### src/rtl/tdpram_rr_arbiter.sv
// Round-robin arbiter sharing one TDPRAM port among NREQ requesters.
// Registered RAM-side issue; read responses are routed back with a one-hot valid.
module tdpram_rr_arbiter #(
    parameter int WIDTH = 64,
    parameter int DEPTH = 512,
    parameter int NREQ  = 4,
    localparam int AW   = $clog2(DEPTH),
    localparam int IDW  = $clog2(NREQ),
    localparam int SW   = WIDTH / 8
) (
    input  logic                  CLK,
    input  logic                  RST,
    input  logic [NREQ-1:0]       REQ_VALID,
    output logic [NREQ-1:0]       REQ_READY,
    input  logic [NREQ-1:0]       REQ_WE,
    input  logic [NREQ*AW-1:0]    REQ_ADDR,
    input  logic [NREQ*WIDTH-1:0] REQ_WDATA,
    input  logic [NREQ*SW-1:0]    REQ_WSTRB,
    output logic [NREQ-1:0]       RSP_VALID,
    output logic [WIDTH-1:0]      RSP_DATA,
    output logic [AW-1:0]         RAM_ADDR,
    output logic                  RAM_REN,
    output logic                  RAM_WEN,
    output logic [WIDTH-1:0]      RAM_WDATA,
    output logic [SW-1:0]         RAM_WSTRB,
    input  logic                  RAM_RVALID,
    input  logic [WIDTH-1:0]      RAM_RDATA
);

    logic [IDW-1:0]   ptr_q, ptr_d;
    logic             ren_q, ren_d;
    logic             wen_q, wen_d;
    logic [AW-1:0]    addr_q, addr_d;
    logic [WIDTH-1:0] wdata_q, wdata_d;
    logic [SW-1:0]    wstrb_q, wstrb_d;
    logic             tag1_v_q, tag1_v_d;
    logic [IDW-1:0]   tag1_id_q, tag1_id_d;
    logic             tag2_v_q, tag2_v_d;
    logic [IDW-1:0]   tag2_id_q, tag2_id_d;
    logic [NREQ-1:0]  rsp_valid_q, rsp_valid_d;
    logic [WIDTH-1:0] rsp_data_q, rsp_data_d;

    logic [NREQ-1:0]  grant;
    logic             accept;
    logic [IDW-1:0]   win_id;
    logic [IDW-1:0]   idx;

    // Search starts at ptr and wraps; reset suppresses any grant.
    always_comb begin
        grant  = '0;
        accept = 1'b0;
        win_id = '0;
        idx    = '0;
        for (int k = 0; k < NREQ; k++) begin
            idx = IDW'((int'(ptr_q) + k) % NREQ);
            if (!accept && REQ_VALID[idx] && !RST) begin
                accept      = 1'b1;
                grant[idx]  = 1'b1;
                win_id      = idx;
            end
        end
    end

    always_comb begin
        ptr_d       = ptr_q;
        ren_d       = 1'b0;
        wen_d       = 1'b0;
        addr_d      = addr_q;
        wdata_d     = wdata_q;
        wstrb_d     = wstrb_q;
        tag1_v_d    = 1'b0;
        tag1_id_d   = tag1_id_q;
        tag2_v_d    = tag1_v_q;
        tag2_id_d   = tag1_id_q;
        rsp_valid_d = '0;
        rsp_data_d  = rsp_data_q;
        if (accept) begin
            ptr_d     = (int'(win_id) == NREQ - 1) ? '0 : win_id + 1'b1;
            ren_d     = ~REQ_WE[win_id];
            wen_d     = REQ_WE[win_id];
            addr_d    = REQ_ADDR[int'(win_id)*AW +: AW];
            wdata_d   = REQ_WDATA[int'(win_id)*WIDTH +: WIDTH];
            wstrb_d   = REQ_WSTRB[int'(win_id)*SW +: SW];
            tag1_v_d  = ~REQ_WE[win_id];
            tag1_id_d = win_id;
        end
        // Second tag stage lines up with RAM_RVALID; stray RVALIDs are dropped.
        if (RAM_RVALID && tag2_v_q) begin
            rsp_valid_d[tag2_id_q] = 1'b1;
            rsp_data_d             = RAM_RDATA;
        end
    end

    always_ff @(posedge CLK) begin
        if (RST) begin
            ptr_q       <= '0;
            ren_q       <= 1'b0;
            wen_q       <= 1'b0;
            addr_q      <= '0;
            wdata_q     <= '0;
            wstrb_q     <= '0;
            tag1_v_q    <= 1'b0;
            tag1_id_q   <= '0;
            tag2_v_q    <= 1'b0;
            tag2_id_q   <= '0;
            rsp_valid_q <= '0;
            rsp_data_q  <= '0;
        end else begin
            ptr_q       <= ptr_d;
            ren_q       <= ren_d;
            wen_q       <= wen_d;
            addr_q      <= addr_d;
            wdata_q     <= wdata_d;
            wstrb_q     <= wstrb_d;
            tag1_v_q    <= tag1_v_d;
            tag1_id_q   <= tag1_id_d;
            tag2_v_q    <= tag2_v_d;
            tag2_id_q   <= tag2_id_d;
            rsp_valid_q <= rsp_valid_d;
            rsp_data_q  <= rsp_data_d;
        end
    end

    assign REQ_READY = grant;
    assign RSP_VALID = rsp_valid_q;
    assign RSP_DATA  = rsp_data_q;
    assign RAM_ADDR  = addr_q;
    assign RAM_REN   = ren_q;
    assign RAM_WEN   = wen_q;
    assign RAM_WDATA = wdata_q;
    assign RAM_WSTRB = wstrb_q;

endmodule
### config.mk
export PLATFORM = sky130hd
export DESIGN_NAME = tdpram_rr_arbiter
export DESIGN_NICKNAME = d
export VERILOG_FILES = /design/src/rtl/tdpram_rr_arbiter.sv
export SDC_FILE = /design/constraint.sdc
export NUM_CORES = 1
export LEC_CHECK = 0
export ABC_AREA = 1
export CORE_AREA = 8 8 211 213
export DETAILED_ROUTE_END_ITERATION = 16
export DIE_AREA = 0 0 219 221
export SLEW_MARGIN = 40
export SYNTH_ARGS = -nofsm -noshare
export SYNTH_HDL_FRONTEND = slang
export SYNTH_SLANG_ARGS = --single-unit
### constraint.sdc
create_clock -name CLK -period 2.4 [get_ports CLK]
set_clock_uncertainty 0.2 [all_clocks]
set_input_delay 0.24 -clock CLK [delete_from_list [all_inputs] [get_ports CLK]]
set_output_delay 0.24 -clock CLK [all_outputs]
set_load 0.02 [all_outputs]
# Word-level counts from Yosys, hierarchy flattened
# Index checks and enable logic that the tools add are counted.
totals:
  ff_bits: 158
  input_bits: 399
  out_inout_bits: 155
  elab_cells: 89
classes:
  add_sub_neg: 4
  mul: 1
  magnitude_cmp: 11
  n_eq_ne: 1
  shift: 3
  n_mux: 33
  bitwise: 6
  n_reduce_logical: 19
ops:
  columns: ["operator", "n"]
  rows:
  - ["256-bit by 9-bit indexed part select with 64-bit output", 1]
  - ["36-bit by 7-bit indexed part select with 9-bit output", 1]
  - ["32-bit by 6-bit indexed part select with 8-bit output", 1]
  - ["2-bit by 3-bit < comparator with 1-bit output, second input constant", 6]
  - ["4-bit 2-to-1 mux", 4]
  - ["1-bit 2-to-1 mux", 14]
  - ["1-bit logical AND", 13]
  - ["4-bit bitwise OR", 3]
  - ["1-bit binary-select mux with 2-bit select", 5]
  - ["1-bit demux with 2-bit select", 5]
  - ["2-bit by 1-bit >= comparator with 1-bit output, second input constant", 5]
  - ["2-bit 2-to-1 mux", 5]
  - ["2-bit by 4-bit multiplier with 6-bit output, second input constant", 1]
  - ["2-bit by 1-bit adder with 2-bit output, second input constant", 2]
  - ["2-bit adder, second input constant", 2]
  - ["1-bit logical NOT", 4]
  - ["2-bit OR reduction", 2]
  - ["1-bit inverter", 3]
  - ["2-bit by 1-bit equality test with 1-bit output, second input constant", 1]

# Logic depth before layout (Yosys ltp)
depth:
  word_depth: 19
  depth_mapped: 17
  depth_no_buf: 15

# Worst setup path before layout
# No wires, ideal clock.
synth_timing:
  kind: "reg2reg"
  startpoint: "reg ptr_q[0]"
  endpoint: "reg addr_q[1] (netlist: RAM_ADDR[1])"
  setup_time_ps: 109
  arrival_time_ps: 2220
  t_required_ps: 2091
  setup_slack_ps: -129
  path_stages_with_launch: 18
  path_buffers: 2
  synth_period_minus_slack_ps: 2529
  path_cell_list: "dfxtp_1 -> inv_2 -> ha_1 -> inv_1 -> nand3_1 -> nand2_1 -> nor2_2 -> nand2_2 -> nand2_1 -> inv_2 -> nand2_2 -> buf_4 -> buf_4 -> nand3_1 -> nand3_1 -> nand3_1 -> nand2_1 -> inv_1"
synth_between:
  elab_chain_cells: 18
  word_cells_on_any_way: 31
  classes_between: "add/sub (3); mul (1); shift (1); mux (16); reduce/logical (10)"
synth_rtl:
  columns: ["element", "line", "rtl"]
  rows:
  - ["start, declared", "30", "logic [IDW-1:0] ptr_q, ptr_d;"]
  - ["start signal, assigned", "109", "ptr_q <= ptr_d;"]
  - ["branches (longest 18 deep; another with 2-bit by 1-bit adder with 2-bit output)", null, null]
  - ["end signal, assigned", "112", "addr_q <= addr_d;"]
  - ["end, declared", "33", "logic [AW-1:0] addr_q, addr_d;"]
# Several ways; the timed one is not identified. The select of a mux whose other input is x is not followed.
# A chain may end at the register's enable or synchronous reset.

# Worst setup path in the final report
layout_timing:
  startpoint: "reg ptr_q[0]"
  endpoint: "reg wdata_q[4] (netlist: RAM_WDATA[4])"
layout_between:
  elab_chain_cells: 17
  word_cells_on_any_way: 30
  classes_between: "add/sub (3); shift (1); mux (16); reduce/logical (10)"
layout_rtl:
  columns: ["element", "line", "rtl"]
  rows:
  - ["branches (longest 17 deep; another with 2-bit by 1-bit adder with 2-bit output)", null, null]
  - ["end signal, assigned", "113", "wdata_q <= wdata_d;"]
  - ["end, declared", "34", "logic [WIDTH-1:0] wdata_q, wdata_d;"]
# Several ways; the timed one is not identified. The select of a mux whose other input is x is not followed.

==> impl_metrics.ini <==
[final_layout]
design.final.nets = 2826
final_core_util = 0.473
syn2layout_area_growth_pct = 86.2
fin_area_um2 = 19500
drive_gt1_frac = 0.131

[setup_path]
crit_path_cell_trace = buf_4, nand2_1, nand3_1, nand3_2, inv_2, buf_4, nand2_2, nand2_4, nand2_8, buf_6, buf_16, buf_4, nand3_1, nand3_1, nand3_2, nand2_1, inv_1
timing_worst_setup_path_type = reg -> reg
origin_of_the_critical_flop_to_flop_path = ptr_q[0]
worst_setup_path_start_kind = flop
worst_setup_path_startpoint = ptr_q[0]
endpoint_kind = flop
crit_path_max_incr_delay_ns = 0.33
worst_ep_arrival_time_ns = 2.71
timing.critical_path.slowest_stage_cell = sky130_fd_sc_hd__dfxtp_2
cp_data_required_time_ns = 2.60
maximum_fanout_count_along_the_critical_path = 7

[floorplanning]
fp.dieW_um = 219
dieArea_um2 = 48400
pin_count = 554
starting_density_of_the_core = 0.254
floorplan.rows = 75
die_h_um = 221
core_area_um2 = 41300

[outcome]
failed_checks = setup timing
status = complete, but fails checks

[cts]
cts.sinks = 158
cts_made_buffers = 17
cts_tree = done
htreeDepth = 4
cts_hold_repair.buffers = 0
cts_buffer_depth = 2
clock-root-buffer = sky130_fd_sc_hd__clkbuf_16
clk_pin_slew_worst_paths_ns = 0.07
clk-insertion-delay-late_ns = 0.44

[synth]
dominant_combinational_cell_family_by_area_after_synthesis = simple AND/OR/NAND/NOR gates
synth_enable_flop_cells = 0
synth.top_cells.by_count = sky130_fd_sc_hd__nand3_1, sky130_fd_sc_hd__inv_1, sky130_fd_sc_hd__nor2_1, sky130_fd_sc_hd__dfxtp_1, sky130_fd_sc_hd__nand2_1
yosys_register_bits = 158
ys_types = 26
synthXorXnorAreaFrac = 0
syn_inst_count = 1818
seq_area_frac_synth = 0.301
yosys.cell_count.top_type = sky130_fd_sc_hd__nand3_1
synth_compound_area_frac = 0.0385
synth.avg_cell_area_um2 = 5.77
post_synth_adder_cell_area = 0.00477
multiplexer_area_fraction_after_synthesis = 0
syn-cell-area_um2 = 10500
synth.largest_area_cell = sky130_fd_sc_hd__dfxtp_1
syn_nets = 2221
yosysTopAreaCellShare = 0.301
synth_warnings = 0
synth_flop_cell = sky130_fd_sc_hd__dfxtp_1
ys_async_sr_fraction = 0
post_synth_main_area_contributors = sky130_fd_sc_hd__dfxtp_1, sky130_fd_sc_hd__nand3_1, sky130_fd_sc_hd__inv_1
synth_simple_gate_area_frac = 0.438

[placed_design]
portBuffers = 553
place_ws_ns = -0.324
place_congestion = 0.913
dpl_cell_area_um2 = 17400
hpwl_um = 42100

[sta]
layout_min_cycle_time_ns = 2.51
fmax_ghz = 0.398
timing_worst_slew_pin_value_ns = 0.607
hold_viol = 0
maxSlewViolCount = 0
maxSlewHeadroom = 0.595
totalNegativeSetupSlack_ns = -2.37
rsz0062_at_grt = yes
final.period_utilization = 1.05
setup_viol = 79
finalWorstSetupSlack_ns = -0.113

[worst_hold_path]
hold_start = RAM_RDATA[63]
timing.hold.worst.class = in -> reg

[drt]
post-route-drc-count = 0
via_per_instance_ratio = 4.70
avgRoutedWirePerCell_um = 20.1
via_count = 14000
drt.antenna.violating_nets = 0
postRouteWirelength_um = 60100
drtPass1Iterations = 5
initial_drt_markers = 954

[global_route]
grt_util_all_layers = 0.214
vias_in_the_first_global_route = 13500
wire_length_of_the_first_global_routing_pass_um = 80500
maximum_number_of_pins_on_one_net_before_global_route_repair = 87
globalRoute.totalOverflow = 0
antenna_found_initial = 21

[power]
static-leakage-power_nw = 9.73
power_density_nw_per_um2 = 1290
ir_worst_vdd_mv = 0.622

[flow_run]
timing.max_cap.violations = 0
-- cell families after synthesis --
| family | after synthesis |
|---|---|
| DFF | 158 |
| buffers and inverters | 562 |
| and+or+nand+nor | 1017 |
| AOI/OAI and AO/OA | 77 |
| adders and majority gates | 4 |
-- cells in the final DEF (no fill, tap or decap), drive strengths merged, types with 3 or more instances in the layout --
master,instances
inv,428
nand2,126
o21ai,67
dfxtp,158
clkinv,5
clkdlybuf4s50,548
nor3,4
clkbuf,38
diode,14
a21oi,3
nand3,587
nor2,298
buf,156
ha,4
-- state kept, by name, indices dropped and copies added, names as in the netlist --
name and count:
RAM_WDATA 64, RSP_DATA 64, RAM_ADDR 9, RAM_WSTRB 8
RSP_VALID 4, ptr_q 2, tag1_id_q 2, tag2_id_q 2
RAM_WEN 1, tag1_v_q 1, tag2_v_q 1
-- what timing repair did --
item | 4_1_cts | 5_1_grt
gates resized for setup | 59 | 123
pin swaps | 7 | 46
setup buffers | 6 | 18
cloned | 4 | 27
endpoints found under the setup margin | 90 | 90
-- power by group --
group	internal [mW]	switching [mW]	leakage [nW]
clock network	1.52	1.22	0.284
logic	8.66	9.99	8.14
registers	3.40	0.442	1.30
total	13.6	11.7	9.73
-- critical path: cells and delay by family (launching register included) --
kind | cells | cell delay (ns)
and+or+nand+nor | 10 | 1.09
buffers and inverters | 7 | 0.84
DFF | 1 | 0.33
-- worst paths after layout --
kind | end | slack, ns | cells past startpoint
max | RAM_WDATA[4] | -0.11 | 17
min | RSP_DATA[63] | 0.23 | 3
max reg2reg | RAM_WDATA[4] | -0.11 | 17
min reg2reg | tag2_id_q[1] | 0.25 | 2
-- area by class of cell --
cell class / instances / area (um2)
antenna: 14 / 35.0
clock buffer: 20 / 467
clock inverter: 11 / 105
fill: 4148 / 21700
inverter: 424 / 1590
multi-input combinational: 1099 / 5590
sequential: 158 / 3170
tap: 539 / 674
timing repair buffer: 723 / 7910
-- stage by stage --
step / instances / total power [mW] / hold slack [ns]
floorplan: 1818 / 12.0 / 0.200
global placement: 2888 / 18.2 / 0.263
detailed placement: 2888 / 18.3 / 0.266
CTS: 2929 / 21.9 / 0.194
global route: 2982 / 26.9 / 0.217
finish: 2988 / 25.2 / 0.225
-- per-layer routing --
| metal | global-route usage | share of wire | up-vias |
|---|---|---|---|
| met5 | 0 | 0.0014 | - |
| met1 | 0.243 | 0.39 | 6407 |
| met3 | 0.0831 | 0.095 | 126 |
| met4 | 0.0947 | 0.038 | 14 |
| met2 | 0.352 | 0.48 | 641 |
| li1 | - | - | 6859 |
Power figures use the tool's default switching activity.
